File: src/rtl/cs_loader.sv
// Control-store loader: copies 256 microcode words from EPROM into RAM, optionally
// reads them back to verify, then hands the shared address bus to the sequencer.
//
//   state   | meaning
//   FETCH   | drive ld_addr to EPROM for SETTLE cycles, capture word on the last one
//   WRITE   | single-cycle active-low RAM write strobe
//   RECOVER | strobe released, address held for RAM hold time; advance or finish copy
//   VREAD   | drive ld_addr for SETTLE cycles to read RAM and EPROM together
//   VCMP    | compare RAM against EPROM word; mismatch aborts to ERROR
//   DONE    | control store valid, sequencer owns cs_addr
//   ERROR   | verify failed, cs_addr shows first bad address, sequencer held off
module cs_loader #(
  parameter int unsigned SETTLE = 1,
  parameter int unsigned VERIFY = 1
) (
  input  logic        clk,
  input  logic        reset,
  input  logic        start,
  input  logic [7:0]  seq_addr,
  input  logic [63:0] rom_data,
  input  logic [63:0] ram_rdata,
  output logic [7:0]  cs_addr,
  output logic [63:0] ram_wdata,
  output logic        ram__w,
  output logic        cs_ready,
  output logic        busy,
  output logic        verify_err,
  output logic [7:0]  err_addr
);

  typedef enum logic [2:0] {
    S_FETCH   = 3'd0,
    S_WRITE   = 3'd1,
    S_RECOVER = 3'd2,
    S_VREAD   = 3'd3,
    S_VCMP    = 3'd4,
    S_DONE    = 3'd5,
    S_ERROR   = 3'd6
  } state_t;

  localparam logic [1:0] C_WAIT_LAST = 2'(SETTLE - 1);
  localparam bit         C_VERIFY_ON = (VERIFY != 0);

  state_t      r_state;
  state_t      w_next_state;
  logic [7:0]  r_ld_addr;
  logic [1:0]  r_wait;
  logic [63:0] r_ram_wdata;
  logic        r_ram_w_n;
  logic        r_cs_ready;
  logic        r_verify_err;
  logic [7:0]  r_err_addr;
  logic        w_wait_last;
  logic        w_last_word;
  logic        w_vmatch;

  assign w_wait_last = (r_wait == C_WAIT_LAST);
  assign w_last_word = (r_ld_addr == 8'hFF);
  assign w_vmatch    = (ram_rdata == rom_data);

  always_ff @(posedge clk or posedge reset) begin
    if (reset) begin
      r_state <= S_FETCH;
    end else begin
      r_state <= w_next_state;
    end
  end

  always_comb begin
    w_next_state = r_state;
    case (r_state)
      S_FETCH:   if (w_wait_last) w_next_state = S_WRITE;
      S_WRITE:   w_next_state = S_RECOVER;
      S_RECOVER: begin
        if (w_last_word) w_next_state = C_VERIFY_ON ? S_VREAD : S_DONE;
        else             w_next_state = S_FETCH;
      end
      S_VREAD:   if (w_wait_last) w_next_state = S_VCMP;
      S_VCMP: begin
        if (!w_vmatch)        w_next_state = S_ERROR;
        else if (w_last_word) w_next_state = S_DONE;
        else                  w_next_state = S_VREAD;
      end
      S_DONE, S_ERROR: if (start) w_next_state = S_FETCH;
      default:   w_next_state = S_FETCH;
    endcase
  end

  // Strobe and ready are decoded from the next state so they leave flops cleanly.
  always_ff @(posedge clk or posedge reset) begin
    if (reset) begin
      r_ld_addr    <= 8'h00;
      r_wait       <= 2'd0;
      r_ram_wdata  <= 64'd0;
      r_ram_w_n    <= 1'b1;
      r_cs_ready   <= 1'b0;
      r_verify_err <= 1'b0;
      r_err_addr   <= 8'h00;
    end else begin
      r_ram_w_n  <= (w_next_state != S_WRITE);
      r_cs_ready <= (w_next_state == S_DONE);
      case (r_state)
        S_FETCH: begin
          if (w_wait_last) begin
            r_wait      <= 2'd0;
            r_ram_wdata <= rom_data;
          end else begin
            r_wait <= r_wait + 2'd1;
          end
        end
        S_RECOVER: r_ld_addr <= r_ld_addr + 8'd1;
        S_VREAD: begin
          if (w_wait_last) r_wait <= 2'd0;
          else             r_wait <= r_wait + 2'd1;
        end
        S_VCMP: begin
          if (!w_vmatch) begin
            r_verify_err <= 1'b1;
            r_err_addr   <= r_ld_addr;
          end else begin
            r_ld_addr <= r_ld_addr + 8'd1;
          end
        end
        S_DONE, S_ERROR: begin
          if (start) begin
            r_ld_addr    <= 8'h00;
            r_wait       <= 2'd0;
            r_verify_err <= 1'b0;
          end
        end
        default: ;
      endcase
    end
  end

  always_comb begin
    cs_addr = r_ld_addr;
    if (r_state == S_DONE)       cs_addr = seq_addr;
    else if (r_state == S_ERROR) cs_addr = r_err_addr;
  end

  assign busy       = (r_state != S_DONE) && (r_state != S_ERROR);
  assign ram_wdata  = r_ram_wdata;
  assign ram__w     = r_ram_w_n;
  assign cs_ready   = r_cs_ready;
  assign verify_err = r_verify_err;
  assign err_addr   = r_err_addr;

endmodule

File: config.mk
export PLATFORM = sky130hd
export DESIGN_NAME = cs_loader
export DESIGN_NICKNAME = d
export VERILOG_FILES = /design/src/rtl/cs_loader.sv
export SDC_FILE = /design/constraint.sdc
export NUM_CORES = 1
export LEC_CHECK = 0
export CORE_ASPECT_RATIO = 0.5
export CORE_MARGIN = 2
export CORE_UTILIZATION = 45
export CTS_CLUSTER_SIZE = 16
export DETAILED_ROUTE_END_ITERATION = 10
export PLACE_DENSITY = 0.87
export SYNTH_ARGS = -nofsm -noshare
export SYNTH_HDL_FRONTEND = slang
export SYNTH_SLANG_ARGS = --single-unit
File: constraint.sdc
create_clock -name clk -period 5.7 [get_ports clk]
set_input_delay 1.71 -clock clk [delete_from_list [all_inputs] [get_ports clk]]
set_output_delay 1.71 -clock clk [all_outputs]
set_load 0.01 [all_outputs]
==> results of run 1 <==
==> layer usage <==
metal / global-route usage / part of all wire
met4: 0.0943 / 0.029
met2: 0.430 / 0.53
met5: 0 / 0
met1: 0.294 / 0.40
met3: 0.0533 / 0.045
==> power groups by stage <==
| stage | clock [mW] | sequential (mW) | combinational, mW |
|---|---|---|---|
| 2_1_floorplan | 0 | 0.681 | 0.0727 |
| 3_3_place_gp | 0 | 0.669 | 0.254 |
| 3_5_place_dp | 0 | 0.671 | 0.258 |
| 4_1_cts | 0.569 | 0.659 | 0.259 |
| 5_1_grt | 0.596 | 0.662 | 0.274 |
| 6_report | 0.556 | 0.659 | 0.256 |
==> cells in the mapped netlist (2+ instances only) <==
cell and count:
dfrtp_1 87, mux2_2 74, xnor2_1 64, nand2_1 21
nand4_1 18, o21ai_0 15, o22ai_1 15, a21oi_1 13
clkbuf_1 13, nor2_1 13, buf_2 8, inv_1 8
nand3_1 6, a22oi_1 4, and3_1 4, and2_1 3
ha_1 3, nand2b_1 3, nor2b_1 3, nor4_1 3
o211ai_1 3, o31ai_1 3, a211oi_1 2, a32oi_1 2
buf_1 2, nor3_1 2, nor4b_1 2, o32ai_1 2
==> per-stage QoR <==
stage	total power [mW]	area (um^2)	util	instances
floorplan	0.754	4680	-	415
global placement	0.923	7010	0.690	757
detailed placement	0.929	7010	0.690	757
CTS	1.49	7290	0.718	773
global route	1.53	7290	0.718	773
finish	1.47	7290	0.718	773
==> cells by family (layout without fill, tap and decap cells) <==
| group | after synthesis | count (layout) | synth area share |
|---|---|---|---|
| buffers and inverters | 32 | 250 | 0.0294 |
| xor gates and xnor gates | 64 | 64 | 0.120 |
| muxes | 74 | 74 | 0.178 |
| DFF | 88 | 88 | 0.471 |
| AOI/OAI and AO/OA | 70 | 70 | 0.0984 |
| and+or+nand+nor | 84 | 84 | 0.0955 |
| adders and majority gates | 3 | 3 | 0.00802 |
==> worst paths after layout <==
kind	from	to	cells past startpoint
hold / removal	ram_wdata[51]	ram_wdata[51]	1
max in group asynchronous	reset	ram_wdata[35]	3
min in group asynchronous	reset	ram_wdata[22]	2
setup reg to reg	r_state[2]	ram_wdata[43]	3
setup / recovery	seq_addr[6]	cs_addr[6]	4
hold reg to reg	ram_wdata[51]	ram_wdata[51]	1
==> layout make-up <==
cell class | count | area, um^2
clock inverter | 7 | 55.1
tap | 140 | 175
multi-input combinational | 295 | 2340
inverter | 8 | 31.3
clock buffer | 9 | 225
fill | 735 | 2860
timing repair buffer | 226 | 2250
sequential | 88 | 2200
==> flip-flops by register name (all words and copies together), names as in the netlist <==
signal and flops:
ram_wdata 64, r_state 3, r_ld_addr 8, cs_ready 1, err_addr 8, r_wait 2
verify_err 1, ram__w 1
==> critical path, cell delays in order <==
cell and delay, ps:
clkdlybuf4s50_1 470, o22ai_1 90, a21oi_1 160, clkdlybuf4s50_1 550
==> results.yml, run 1 <==
global_routing:
  grt_max_degree: 66
  gr-usage-all-layers: 0.244
  grt_pass1_wl_mm: 21.7
  grt_antenna_before_repair: 0
  grt-ovfl-total: 0
  grt_pass1_vias: 4132
clock_network:
  cts_buffer_depth: 2
  path_clk_slew_ps: 70
  ctsHtreeMaxLevel: 3
  cts_resized: 0
  holdBufCountCts: 0
  cts-root-buf: "clkbuf_16"
  cts.sinks: 88
  cts_made_buffers: 9
  clock_latency_ps: 340
  postCtsSetupBuffers: 0
  cts_tree: "yes"
die:
  initial_core_util: 0.461
  num_rows: 26
  core_area_mm2: 0.0101
  io_pins: 223
  die_x_um: 148
  die_h_um: 76.1
  die_area_mm2: 0.0113
routing:
  routed_wl_mm: 13.5
  wire_per_inst_um: 17.5
  dr.pass1.iters: 6
  drt_first_iter_violations: 217
  antenna_left: 0
  num_vias: 4109
  avgViaCountPerCell: 5.32
  drc: 0
power:
  p_int_mw: 1.12
  peakVddDrop_mv: 0.149
  switching_power_mw: 0.355
  p_clk_frac: 0.378
  pwr-share-seq: 0.448
  p_comb_frac: 0.174
  powerDensity_mw_per_mm2: 202
  p_leak_nw: 2.84
  swShare: 0.241
placed_design:
  post-place-ws_ps: 1030
  dpl.hpwl_mm: 10.4
  port_buffers: 222
  globalplace.congestion: 0.894
sta:
  fmax_mhz: 213
  max-slew-margin-rel: 0.411
  hold_ws_ps: 506
  min_period_ps: 4690
  layout_setup_ws_ps: 1010
  period_share: 0.823
  finalMaxSlewViolations: 0
  setup_viol: 0
  finalHoldViolCount: 0
  rsz0062_at_grt: "no"
  fin_tns_setup_ps: 0
  skew_ps: 6.86
  worst_slew_pin_slew_ps: 884
logic_synthesis:
  synth_area_leaders: "dfrtp_1, mux2_2, xnor2_1, nand4_1, o22ai_1"
  avgSynthCellArea_um2: 11.3
  syn-cell-area_mm2: 0.00468
  synth_top_area_share: 0.465
  synth_edf_count: 0
  synth-seq-cells: 88
  async_flop_share: 1.00
  synth_nets: 557
  ys_seq_area_frac: 0.471
  ys_types: 47
  synthFlopType: "dfrtp_1"
  synth_top_area_cell: "dfrtp_1"
  yosys_warnings: 0
  syn_inst: 415
cells_and_area:
  antenna_cells: 0
  mostFrequentLayoutCell: "clkdlybuf4s50_1"
  layout_common_cells: "clkdlybuf4s50_1, dfrtp_1, mux2_2, xnor2_1, nand2_1"
  fin_nets: 770
  drive_gt1_frac: 0.163
  synthToLayoutAreaGrowth_pct: 55.7
setup_path:
  cp_data_required_time_ps: 3990
  worstSetupPathType: "input pin to output pin"
  r2r_slack_ps: 3370
  endpoint_kind: "output pin"
  cp_max_fo: 1
  worstSetupStartpointType: "input pin"
  arrival_ps: 2980
outcome:
  outcome: "finished clean"
hold_path:
  hold_class: "register to register"
flow_run:
  cap_violations: 0
No activity file was read; power rests on OpenSTA's default activity.
==> run 2, diff against run 1 <==
- CORE_UTILIZATION: 45 -> 41
- PLACE_DENSITY: 0.87 -> 0.8
- clock period: 5.7 -> 4.8 ns (I/O delays scaled with it)
==> results.yml, run 2 (synthesis gave the netlist of run 1 again) <==
setup_path:
  cp_data_required_time_ps: 3360
  worstSetupPathType: "input pin to output pin"
  r2r_slack_ps: 2630
  worstSetupStartpointType: "input pin"
  endpoint_kind: "output pin"
  cp_max_fo: 1
  arrival_ps: 2700
power:
  p_leak_nw: 2.87
  powerDensity_mw_per_mm2: 246
  peakVddDrop_mv: 0.170
sta:
  rsz0062_at_grt: "no"
  min_period_ps: 4140
  skew_ps: 8.83
  finalHoldViolCount: 0
  worst_slew_pin_slew_ps: 1020
  finalMaxSlewViolations: 0
  period_share: 0.863
  layout_setup_ws_ps: 659
  fin_tns_setup_ps: 0
  fmax_mhz: 241
  setup_viol: 0
  max-slew-margin-rel: 0.319
cells_and_area:
  drive_gt1_frac: 0.165
  area.sequential_mm2: 0.00220
  fin_nets: 772
  finalCoreUtilization: 0.664
  layout_common_cells: "clkdlybuf4s50_1, dfrtp_1, mux2_2, xnor2_1, nand2_1"
  nFillCells: 883
  mostFrequentLayoutCell: "clkdlybuf4s50_1"
  largest_reg_flops: 64
  synthToLayoutAreaGrowth_pct: 56.7
  antenna_cells: 0
  multi_input_area_mm2: 0.00234
clock_network:
  cts.sinks: 88
  holdBufCountCts: 0
  clock_latency_ps: 340
  cts_buffer_depth: 2
  ctsHtreeMaxLevel: 3
  cts-root-buf: "clkbuf_16"
  cts_tree: "yes"
  postCtsSetupBuffers: 0
  cts_resized: 0
  path_clk_slew_ps: 60
  cts_made_buffers: 9
routing:
  drt_first_iter_violations: 135
  antenna_left: 0
  dr.pass1.iters: 4
  avgViaCountPerCell: 5.20
  num_vias: 4058
  routed_wl_mm: 13.4
  drc: 0
  wire_per_inst_um: 17.2
placed_design:
  globalplace.congestion: 0.834
  post-place-ws_ps: 670
  dpl.hpwl_mm: 10.5
  port_buffers: 222
flow_run:
  cap_violations: 0
die:
  num_rows: 27
  core_area_mm2: 0.0110
  io_pins: 223
  initial_core_util: 0.424
  die_h_um: 79.5
  die_x_um: 155
  die_area_mm2: 0.0123
global_routing:
  grt-ovfl-total: 0
  grt_pass1_vias: 4016
  grt_pass1_wl_mm: 21.1
  gr-usage-all-layers: 0.222
  grt_max_degree: 66
  grt_antenna_before_repair: 0
outcome:
  outcome: "finished clean"
hold_path:
  hold_class: "register to register"
-- run 2: cell types whose count changed in the layout (fill, tap and decap cells not counted), sizes merged --
cell | previous run | this run
clkinvlp | 2 | 0
buf | 4 | 6
bufinv | 0 | 1
inv | 10 | 11
-- run 2: layer usage --
| layer | part of all wire | vias to the layer above | track usage |
|---|---|---|---|
| met5 | 0 | - | 0 |
| met4 | 0.024 | 0 | 0.0648 |
| met3 | 0.056 | 24 | 0.0662 |
| met2 | 0.53 | 129 | 0.399 |
| met1 | 0.39 | 1975 | 0.259 |
| li1 | - | 1930 | - |
-- run 2: critical path, cell delays in order --
cell and delay [ps]:
clkdlybuf4s50_1 480, o22ai_1 80, a21oi_1 150, clkdlybuf4s50_1 550
-- run 2: final cells by class --
class	instances	share of cell area
clock inverters	7	0.0106
clock buffers	9	0.0307
repair buffers	228	0.309
multi-input cells	295	0.320
inverters	8	0.00427
well taps	145	0.0247
flip-flops and latches	88	0.301
-- run 2: path summary, 6_finish.rpt --
kind | from | end | cells after the start
max | seq_addr[1] | cs_addr[1] | 4
min | ram_wdata[46] | ram_wdata[46] | 1
max reg2reg | r_state[0] | ram_wdata[55] | 3
min reg2reg | ram_wdata[46] | ram_wdata[46] | 1
max in group asynchronous | reset | ram_wdata[44] | 3
min in group asynchronous | reset | ram_wdata[49] | 2
-- run 2: power breakdown --
part,leakage [nW],internal [mW],switching [mW]
clock,0.153,0.411,0.308
combinational,1.65,0.202,0.102
sequential,1.07,0.769,0.0134
-- run 2: stage by stage --
stage               power [mW]  area, um^2  std cells  hold WS, ps
global placement          1.10        7030        764          489
finish                    1.80        7330        780          504
global route              1.88        7330        780          519
CTS                       1.83        7330        780          509
detailed placement        1.10        7030        764          495
floorplan                0.896        4680        415          518
==> run 3, diff against run 2 <==
- SLEW_MARGIN: unset -> 10
==> results of run 3 <==
The final DEF is identical to that of run 2; final timing and power are the same.
